`src/rtl/uart_tx_arbiter.sv`:
```
// Round-robin, packet-locking arbiter sharing one uartTx between NUM_CH requesters.
// Optional stall timeout on a held lock: define UART_ARB_TIMEOUT_EN.
module uart_tx_arbiter #(
  parameter int NUM_CH         = 4,
  parameter int TIMEOUT_CYCLES = 1_000_000,
  localparam int CH_W          = $clog2(NUM_CH)
) (
  input  logic                  clk,
  input  logic                  rst_n,
  input  logic [NUM_CH-1:0]     req_valid,
  input  logic [8*NUM_CH-1:0]   req_data,
  input  logic [NUM_CH-1:0]     req_last,
  output logic [NUM_CH-1:0]     req_ready,
  output logic                  tx_start,
  output logic [7:0]            tx_data,
  input  logic                  tx_ready,
  output logic                  grant_active,
  output logic [CH_W-1:0]       grant_id,
  output logic                  timeout_err
);

  localparam int SUMW = CH_W + 1;
  localparam logic [SUMW-1:0] NUM_CH_W = SUMW'(NUM_CH);

  localparam logic [1:0] S_IDLE      = 2'd0;
  localparam logic [1:0] S_START     = 2'd1;
  localparam logic [1:0] S_WAIT_BUSY = 2'd2;
  localparam logic [1:0] S_WAIT_DONE = 2'd3;

  if (NUM_CH < 2 || NUM_CH > 8 || TIMEOUT_CYCLES < 2) begin : g_param_check
    $error("uart_tx_arbiter: illegal parameter values");
  end

  logic [1:0]        state_q, state_d;
  logic [CH_W-1:0]   rr_ptr_q, rr_ptr_d;
  logic              lock_q, lock_d;
  logic [CH_W-1:0]   grant_id_q, grant_id_d;
  logic [7:0]        hold_data_q, hold_data_d;
  logic              hold_last_q, hold_last_d;
  logic [NUM_CH-1:0] req_ready_q, req_ready_d;
  logic              wait_cnt_q, wait_cnt_d;
  logic              reissued_q, reissued_d;
  logic              timeout_err_q, timeout_err_d;
`ifdef UART_ARB_TIMEOUT_EN
  logic [31:0]       tmo_cnt_q, tmo_cnt_d;
`endif

  logic              sel_found;
  logic [CH_W-1:0]   sel_idx;
  logic [SUMW-1:0]   sum;

  function automatic logic [CH_W-1:0] ch_inc(input logic [CH_W-1:0] c);
    return (c == CH_W'(NUM_CH - 1)) ? '0 : c + 1'b1;
  endfunction

  // Round-robin search from rr_ptr; a held lock overrides it with the owner only.
  always_comb begin
    sel_found = 1'b0;
    sel_idx   = '0;
    sum       = '0;
    for (int unsigned off = 0; off < NUM_CH; off++) begin
      sum = {1'b0, rr_ptr_q} + SUMW'(off);
      if (sum >= NUM_CH_W) sum = sum - NUM_CH_W;
      if (!sel_found && req_valid[sum[CH_W-1:0]]) begin
        sel_found = 1'b1;
        sel_idx   = sum[CH_W-1:0];
      end
    end
    if (lock_q) begin
      sel_found = req_valid[grant_id_q];
      sel_idx   = grant_id_q;
    end
  end

  always_comb begin
    state_d       = state_q;
    rr_ptr_d      = rr_ptr_q;
    lock_d        = lock_q;
    grant_id_d    = grant_id_q;
    hold_data_d   = hold_data_q;
    hold_last_d   = hold_last_q;
    req_ready_d   = '0;
    wait_cnt_d    = wait_cnt_q;
    reissued_d    = reissued_q;
    timeout_err_d = 1'b0;
`ifdef UART_ARB_TIMEOUT_EN
    tmo_cnt_d     = tmo_cnt_q;
`endif
    case (state_q)
      S_IDLE: begin
        if (tx_ready && sel_found) begin
          req_ready_d[sel_idx] = 1'b1;
          hold_data_d          = req_data[8*sel_idx +: 8];
          hold_last_d          = req_last[sel_idx];
          grant_id_d           = sel_idx;
          lock_d               = 1'b1;
          reissued_d           = 1'b0;
          state_d              = S_START;
`ifdef UART_ARB_TIMEOUT_EN
          tmo_cnt_d            = '0;
`endif
        end
      end
      S_START: begin
        wait_cnt_d = 1'b0;
        state_d    = S_WAIT_BUSY;
      end
      S_WAIT_BUSY: begin
        // A start the transmitter missed is re-issued once after two ready cycles.
        if (!tx_ready) begin
          state_d = S_WAIT_DONE;
        end else if (!wait_cnt_q) begin
          wait_cnt_d = 1'b1;
        end else if (!reissued_q) begin
          reissued_d = 1'b1;
          state_d    = S_START;
        end
      end
      default: begin
        if (tx_ready) begin
          state_d = S_IDLE;
          if (hold_last_q) begin
            lock_d   = 1'b0;
            rr_ptr_d = ch_inc(grant_id_q);
          end
        end
      end
    endcase
`ifdef UART_ARB_TIMEOUT_EN
    if (lock_q && state_q == S_IDLE && !req_valid[grant_id_q]) begin
      if (tmo_cnt_q == 32'(TIMEOUT_CYCLES - 1)) begin
        lock_d        = 1'b0;
        timeout_err_d = 1'b1;
        rr_ptr_d      = ch_inc(grant_id_q);
        tmo_cnt_d     = '0;
      end else begin
        tmo_cnt_d = tmo_cnt_q + 32'd1;
      end
    end
`endif
  end

  always_ff @(posedge clk or negedge rst_n) begin
    if (!rst_n) begin
      state_q       <= S_IDLE;
      rr_ptr_q      <= '0;
      lock_q        <= 1'b0;
      grant_id_q    <= '0;
      hold_data_q   <= '0;
      hold_last_q   <= 1'b0;
      req_ready_q   <= '0;
      wait_cnt_q    <= 1'b0;
      reissued_q    <= 1'b0;
      timeout_err_q <= 1'b0;
`ifdef UART_ARB_TIMEOUT_EN
      tmo_cnt_q     <= '0;
`endif
    end else begin
      state_q       <= state_d;
      rr_ptr_q      <= rr_ptr_d;
      lock_q        <= lock_d;
      grant_id_q    <= grant_id_d;
      hold_data_q   <= hold_data_d;
      hold_last_q   <= hold_last_d;
      req_ready_q   <= req_ready_d;
      wait_cnt_q    <= wait_cnt_d;
      reissued_q    <= reissued_d;
      timeout_err_q <= timeout_err_d;
`ifdef UART_ARB_TIMEOUT_EN
      tmo_cnt_q     <= tmo_cnt_d;
`endif
    end
  end

  // tx_start is decoded from state so an asynchronous reset removes it at once.
  assign tx_start     = (state_q == S_START);
  assign tx_data      = hold_data_q;
  assign req_ready    = req_ready_q;
  assign grant_active = lock_q;
  assign grant_id     = grant_id_q;
`ifdef UART_ARB_TIMEOUT_EN
  assign timeout_err  = timeout_err_q;
`else
  assign timeout_err  = 1'b0;
`endif

endmodule
```
`config.mk`:
```
export PLATFORM = sky130hd
export DESIGN_NAME = uart_tx_arbiter
export DESIGN_NICKNAME = d
export VERILOG_FILES = /design/src/rtl/uart_tx_arbiter.sv
export SDC_FILE = /design/constraint.sdc
export NUM_CORES = 1
export LEC_CHECK = 0
export BUFFER_PORTS_ARGS = -buffer_cell sky130_fd_sc_hd__buf_2
export CAP_MARGIN = 10
export CORE_AREA = 5 5 69 84
export CTS_CLUSTER_DIAMETER = 150
export CTS_CLUSTER_SIZE = 28
export DETAILED_ROUTE_END_ITERATION = 6
export DIE_AREA = 0 0 74 89
export PLACE_DENSITY_LB_ADDON = 0.1
export SLEW_MARGIN = 15
export SYNTH_ARGS = -nofsm -noshare
export SYNTH_HDL_FRONTEND = slang
export SYNTH_SLANG_ARGS = --single-unit
```
`constraint.sdc`:
```
create_clock -name clk -period 3.1 [get_ports clk]
set_input_delay 0.465 -clock clk [delete_from_list [all_inputs] [get_ports clk]]
set_output_delay 0.465 -clock clk [all_outputs]
set_load 0.005 [all_outputs]
```
# == Yosys cells after proc, flatten, opt, wreduce, memory -nomap -nowiden ==
# Cells that the tools add are included.
# word_totals
output_inout_bits,17
wordCells,108
reg_bits,22
# op_classes
n_lt_le_gt_ge,11
n_bitwise,2
shifts,1
n_mux,47
eq_ne,8
n_reduce_logical,22
add_sub_neg,8
# ops
op,count
32-bit by 6-bit variable part select with 8-bit output,1
2-bit 2-to-1 mux,15
1-bit 2-to-1 mux,19
"2-bit by 3-bit less-than comparator with 1-bit output, second input constant",6
1-bit binary-select mux with 2-bit select,6
4-bit AND reduction,3
"3-bit greater-or-equal comparator, second input constant",3
4-bit 2-to-1 mux,2
2-bit nonzero test,4
"2-bit by 1-bit subtractor with 2-bit output, second input constant",4
"2-bit by 2-bit adder with 3-bit output, second input constant",2
"2-bit != test, second input constant",3
"3-bit != test, second input constant",2
1-bit case mux with 2 select lines,3
2-bit case mux with 3 select lines,1
1-bit logical AND,5
"2-bit == test, second input constant",2
2-bit AND reduction,2
4-bit nonzero test,1
"2-bit by 1-bit adder with 3-bit output, second input constant",1
"2-bit by 3-bit greater-or-equal comparator with 1-bit output, second input constant",1
1-bit logical NOT,3
3-bit AND reduction,1
3-bit OR reduction,1
other kinds (7),8

# == Longest topological paths before layout ==
# depth
ltp_word,21
ltp_mapped,8
mapped_depth_nobuf,7

# == Worst setup path before layout ==
# OpenSTA, ideal clock, no wires.
# synth_timing
kind,register -> register
from,register lock_q (netlist: grant_active)
to,register hold_data_q[0] (netlist: tx_data[0])
slack_ns,1.254
setup_ns,0.121
path_stages_with_launch,9
synth_period_minus_slack_ns,1.846
t_arrival_ns,1.725
t_required_ns,2.979
cell_sequence,dfrtp_1 buf_6 or2_4 a221o_1 o311a_4 buf_12 mux2i_1 o22ai_1 a22o_1
# synth_between
elab_chain_len,3
word_cells_on_any_way,5
# synth_lines
element,line_no,source
"start, declared",36,"logic lock_q, lock_d;"
"start signal, assigned",161,lock_q <= lock_d;
branches (longest 3 deep; another with 32-bit by 6-bit variable part select with 8-bit output),n/a,
"end signal, assigned",163,hold_data_q <= hold_data_d;
"end, declared",38,"logic [7:0] hold_data_q, hold_data_d;"
# Parallel ways; which one is timed is not known.
# A chain may end at the register's enable or synchronous reset.

# == Worst setup path in the final report ==
# layout_timing
from,register grant_id_q[0] (netlist: grant_id[0])
to,register hold_data_q[2] (netlist: tx_data[2])
# layout_between
elab_chain_len,5
word_cells_on_any_way,7
# layout_lines
element,line_no,source
"start, declared",37,"logic [CH_W-1:0] grant_id_q, grant_id_d;"
"start signal, assigned",162,grant_id_q <= grant_id_d;
branches (longest 5 deep; another with 32-bit by 6-bit variable part select with 8-bit output),n/a,
# Parallel ways; which one is timed is not known. The select of a mux whose other input is x is not followed.

==> metrics <==
status complete, no violations; cell count of the worst reg-to-reg path 4; via count of the first global-routing pass 1356; worst hold path type primary input to asynchronous set/reset pin; Fin Clk Skew 0.00501 ns; die outline width 74 microns; sequence of cells on the critical path mux4_2 -> a31oi_2 -> o22ai_1 -> a22o_1; Detail Route Antenna Nets 0; number of optimization iterations in the first detailed-route pass 4; slowest CP cell sky130_fd_sc_hd__mux4_2; cells after synthesis 136; number of clock sinks 22; starting DRC count in detailed routing 48; GRT Residual Overflow 0; most common cell after layout, fill and taps aside sky130_fd_sc_hd__buf_2; CTS clk-pin slew, worst paths 0.08 ns; count of buffers added by post-CTS timing repair for setup 0; Final Cycle Share 0.671; Pwr per Cell Area 920 nW/um^2; R2R setup slack 1.02 ns; worst endpoint required time 3.25 ns; Root Driver sky130_fd_sc_hd__clkbuf_8; Setup violations, final 0; critical path startpoint category flop; crit-path max cell delay 0.60 ns; met1 demand-to-capacity share in global routing 0.149; Clock H-tree levels 1; cell area after placement 1710 sq um; pin count of the biggest net entering global routing 23; post-cts repair resize count 0; mapped cell area 1420 sq um; weighted congestion reported at the end of routability-driven placement 0.807; commonest cells after routing, fill and taps aside sky130_fd_sc_hd__buf_2, sky130_fd_sc_hd__dfrtp_1, sky130_fd_sc_hd__mux2i_1; flip-flop and latch count after synthesis 22; maximum net fanout on the critical path 10; number of cell rows 28; placeable core region 4870 sq um; Ant. Diodes 0; Die H 89 microns; register cell area after layout 551 sq um; met3 layer usage reported by global route 0.0270; later-pin clock latency in the skew report 0.26 ns; count of port buffers added during placement 58; part of the Yosys area used for sequential elements 0.389; type of destination of the critical path flop; total detailed-routing wirelength 3620 microns; wire length of the first global-routing pass 6250 microns; buffers from clock root to sink, at most 2; number of distinct standard cells referenced by the synthesized netlist 39; leakage power total 0.858 nW; Area growth, synth to finish 24.9%; remaining routing DRC violations 0; area of all placed cells without fillers 1770 sq um; Multi-input gate area 772 sq um; slack of the critical path 1.02 ns; GR Layer Usage met2 0.205; clock tree from TritonCTS yes; number of antenna violations at the first check in global routing 0; Num CTS Buffers 3; reported max-cap violation count 0; fmax 481 MHz; mean cell area of the mapped netlist 10.4 sq um; worst reg2reg path startpoint grant_id[0]; number of nets produced by synthesis 184; Final Critical Period 2.08 ns; effective utilization at floorplan 0.291; Final Total Pwr 1.63 mW; Ys Warns 0; via density per instance 4.98; final count of pins violating max slew 0; highest-utilization routing layer at the global route stage met2; Setup TNS Final 0 ns; launching instance or port of the critical path grant_id[0]; core utilization of the finished layout 0.363; Fin. Hold Viols 0; wire per inst 14.4 microns; cts hold-fix bufs 0; vias post-DR 1251; Total Routing Usage GR 0.121; share of final-layout standard cells stronger than drive strength 1 0.372; Arrival @ worst endpoint 2.23 ns; end of the critical path tx_data[2]; count of filler cells inserted in the layout 508; # nets final 240; transition time at the pin with the least slew margin 0.783 ns; worst slack, placed 0.939 ns; worst r2r dst tx_data[2]; RSZ-0062 raised after global routing false; category of the critical setup timing path flop to flop; maximum resistive drop on vdd 282 uV; total half-perimeter wirelength after legalization and detailed placement 2780 microns; die footprint 6590 sq um; Ports 60; remaining max-slew budget at the tightest pin 0.476
synth_stat cells (all sizes together):
cell type  instances  area share
a21oi              3       0.011
a221o              1      0.0071
a22o               9       0.056
a31oi              1      0.0088
buf                6       0.045
clkbuf             1      0.0026
conb               1      0.0026
dfrtp             22        0.39
ha                 5       0.044
inv                7       0.019
mux2               1      0.0079
mux2i             20        0.14
mux4               1       0.016
nand2             10       0.027
nand2b             2      0.0088
nand3              2      0.0071
nand3b             1      0.0053
nor2               8       0.021
nor2b              2       0.011
nor3               3       0.011
nor4               3       0.013
o211ai             1      0.0053
o21a               1      0.0062
o21ai              8       0.028
o22ai              9       0.040
o311a              1       0.015
o31ai              2       0.011
o32a               1      0.0071
o41ai              1       0.019
or2                1      0.0062
or2b               1      0.0053
or3                1      0.0044
kinds of logic (layout without fill, tap and decap cells):
kind of cell	Yosys count	count (layout)	share of synthesized area
AO/OA/AOI/OAI	38	38	0.214
AND/OR/NAND/NOR	34	34	0.119
multiplexers	22	22	0.165
flip-flops	22	22	0.389
buffers and inverters	14	69	0.0662
adder cells (fa/ha/maj)	5	5	0.0442
other	1	1	0.00265
worst max-delay path: cells and delay by family (launching register included):
kind               cells  cell delay [ns]
AOI/OAI and AO/OA      3             0.86
muxes                  1             0.60
DFF                    1             0.50
cell type report:
cell class / instances / share of cell area
Inverter: 7 / 0.0149
Clock buffer: 4 / 0.0311
Tap cell: 60 / 0.0424
Multi-Input combinational cell: 100 / 0.436
Sequential cell: 22 / 0.311
Timing Repair Buffer: 58 / 0.164
worst min path at each step:
stage,startpoint,end,slack [ns],cells past startpoint
after detailed placement,rst_n,rr_ptr_q[0],0.47,1
after CTS,rst_n,grant_id[0],0.18,1
after global routing,rst_n,rr_ptr_q[0],0.21,1
after global placement,rst_n,rr_ptr_q[0],0.47,1
after floorplan,rst_n,grant_active,0.17,0
final,rst_n,grant_id[0],0.17,1
report_power, final:
part           total (mW)  leakage, nW  internal [mW]  switching [mW]
Clock               0.206       0.0288          0.113          0.0928
Sequential          0.512        0.278          0.402           0.110
Combinational       0.910        0.551          0.432           0.478
Total                1.63        0.858          0.947           0.681
routing by layer:
metal / routed length (microns) / vias to the layer above
met3: 277 / 4
met1: 1560 / 580
met2: 1750 / 54
met5: 0 / -
met4: 36 / 0
li1: - / 613
flip-flops by register name, summed over array words and instances (netlist names):
signal,flops
grant_id,2
hold_last_q,1
state_q,2
reissued_q,1
wait_cnt_q,1
tx_data,8
req_ready,4
rr_ptr_q,2
grant_active,1
stage by stage:
| step | cells | hold WS [ns] |
|---|---|---|
| after floorplan | 136 | 0.169 |
| after global placement | 247 | 0.474 |
| after detailed placement | 247 | 0.473 |
| after CTS | 251 | 0.184 |
| after global routing | 251 | 0.209 |
| final | 251 | 0.166 |
(Power assumes the default switching activity.)
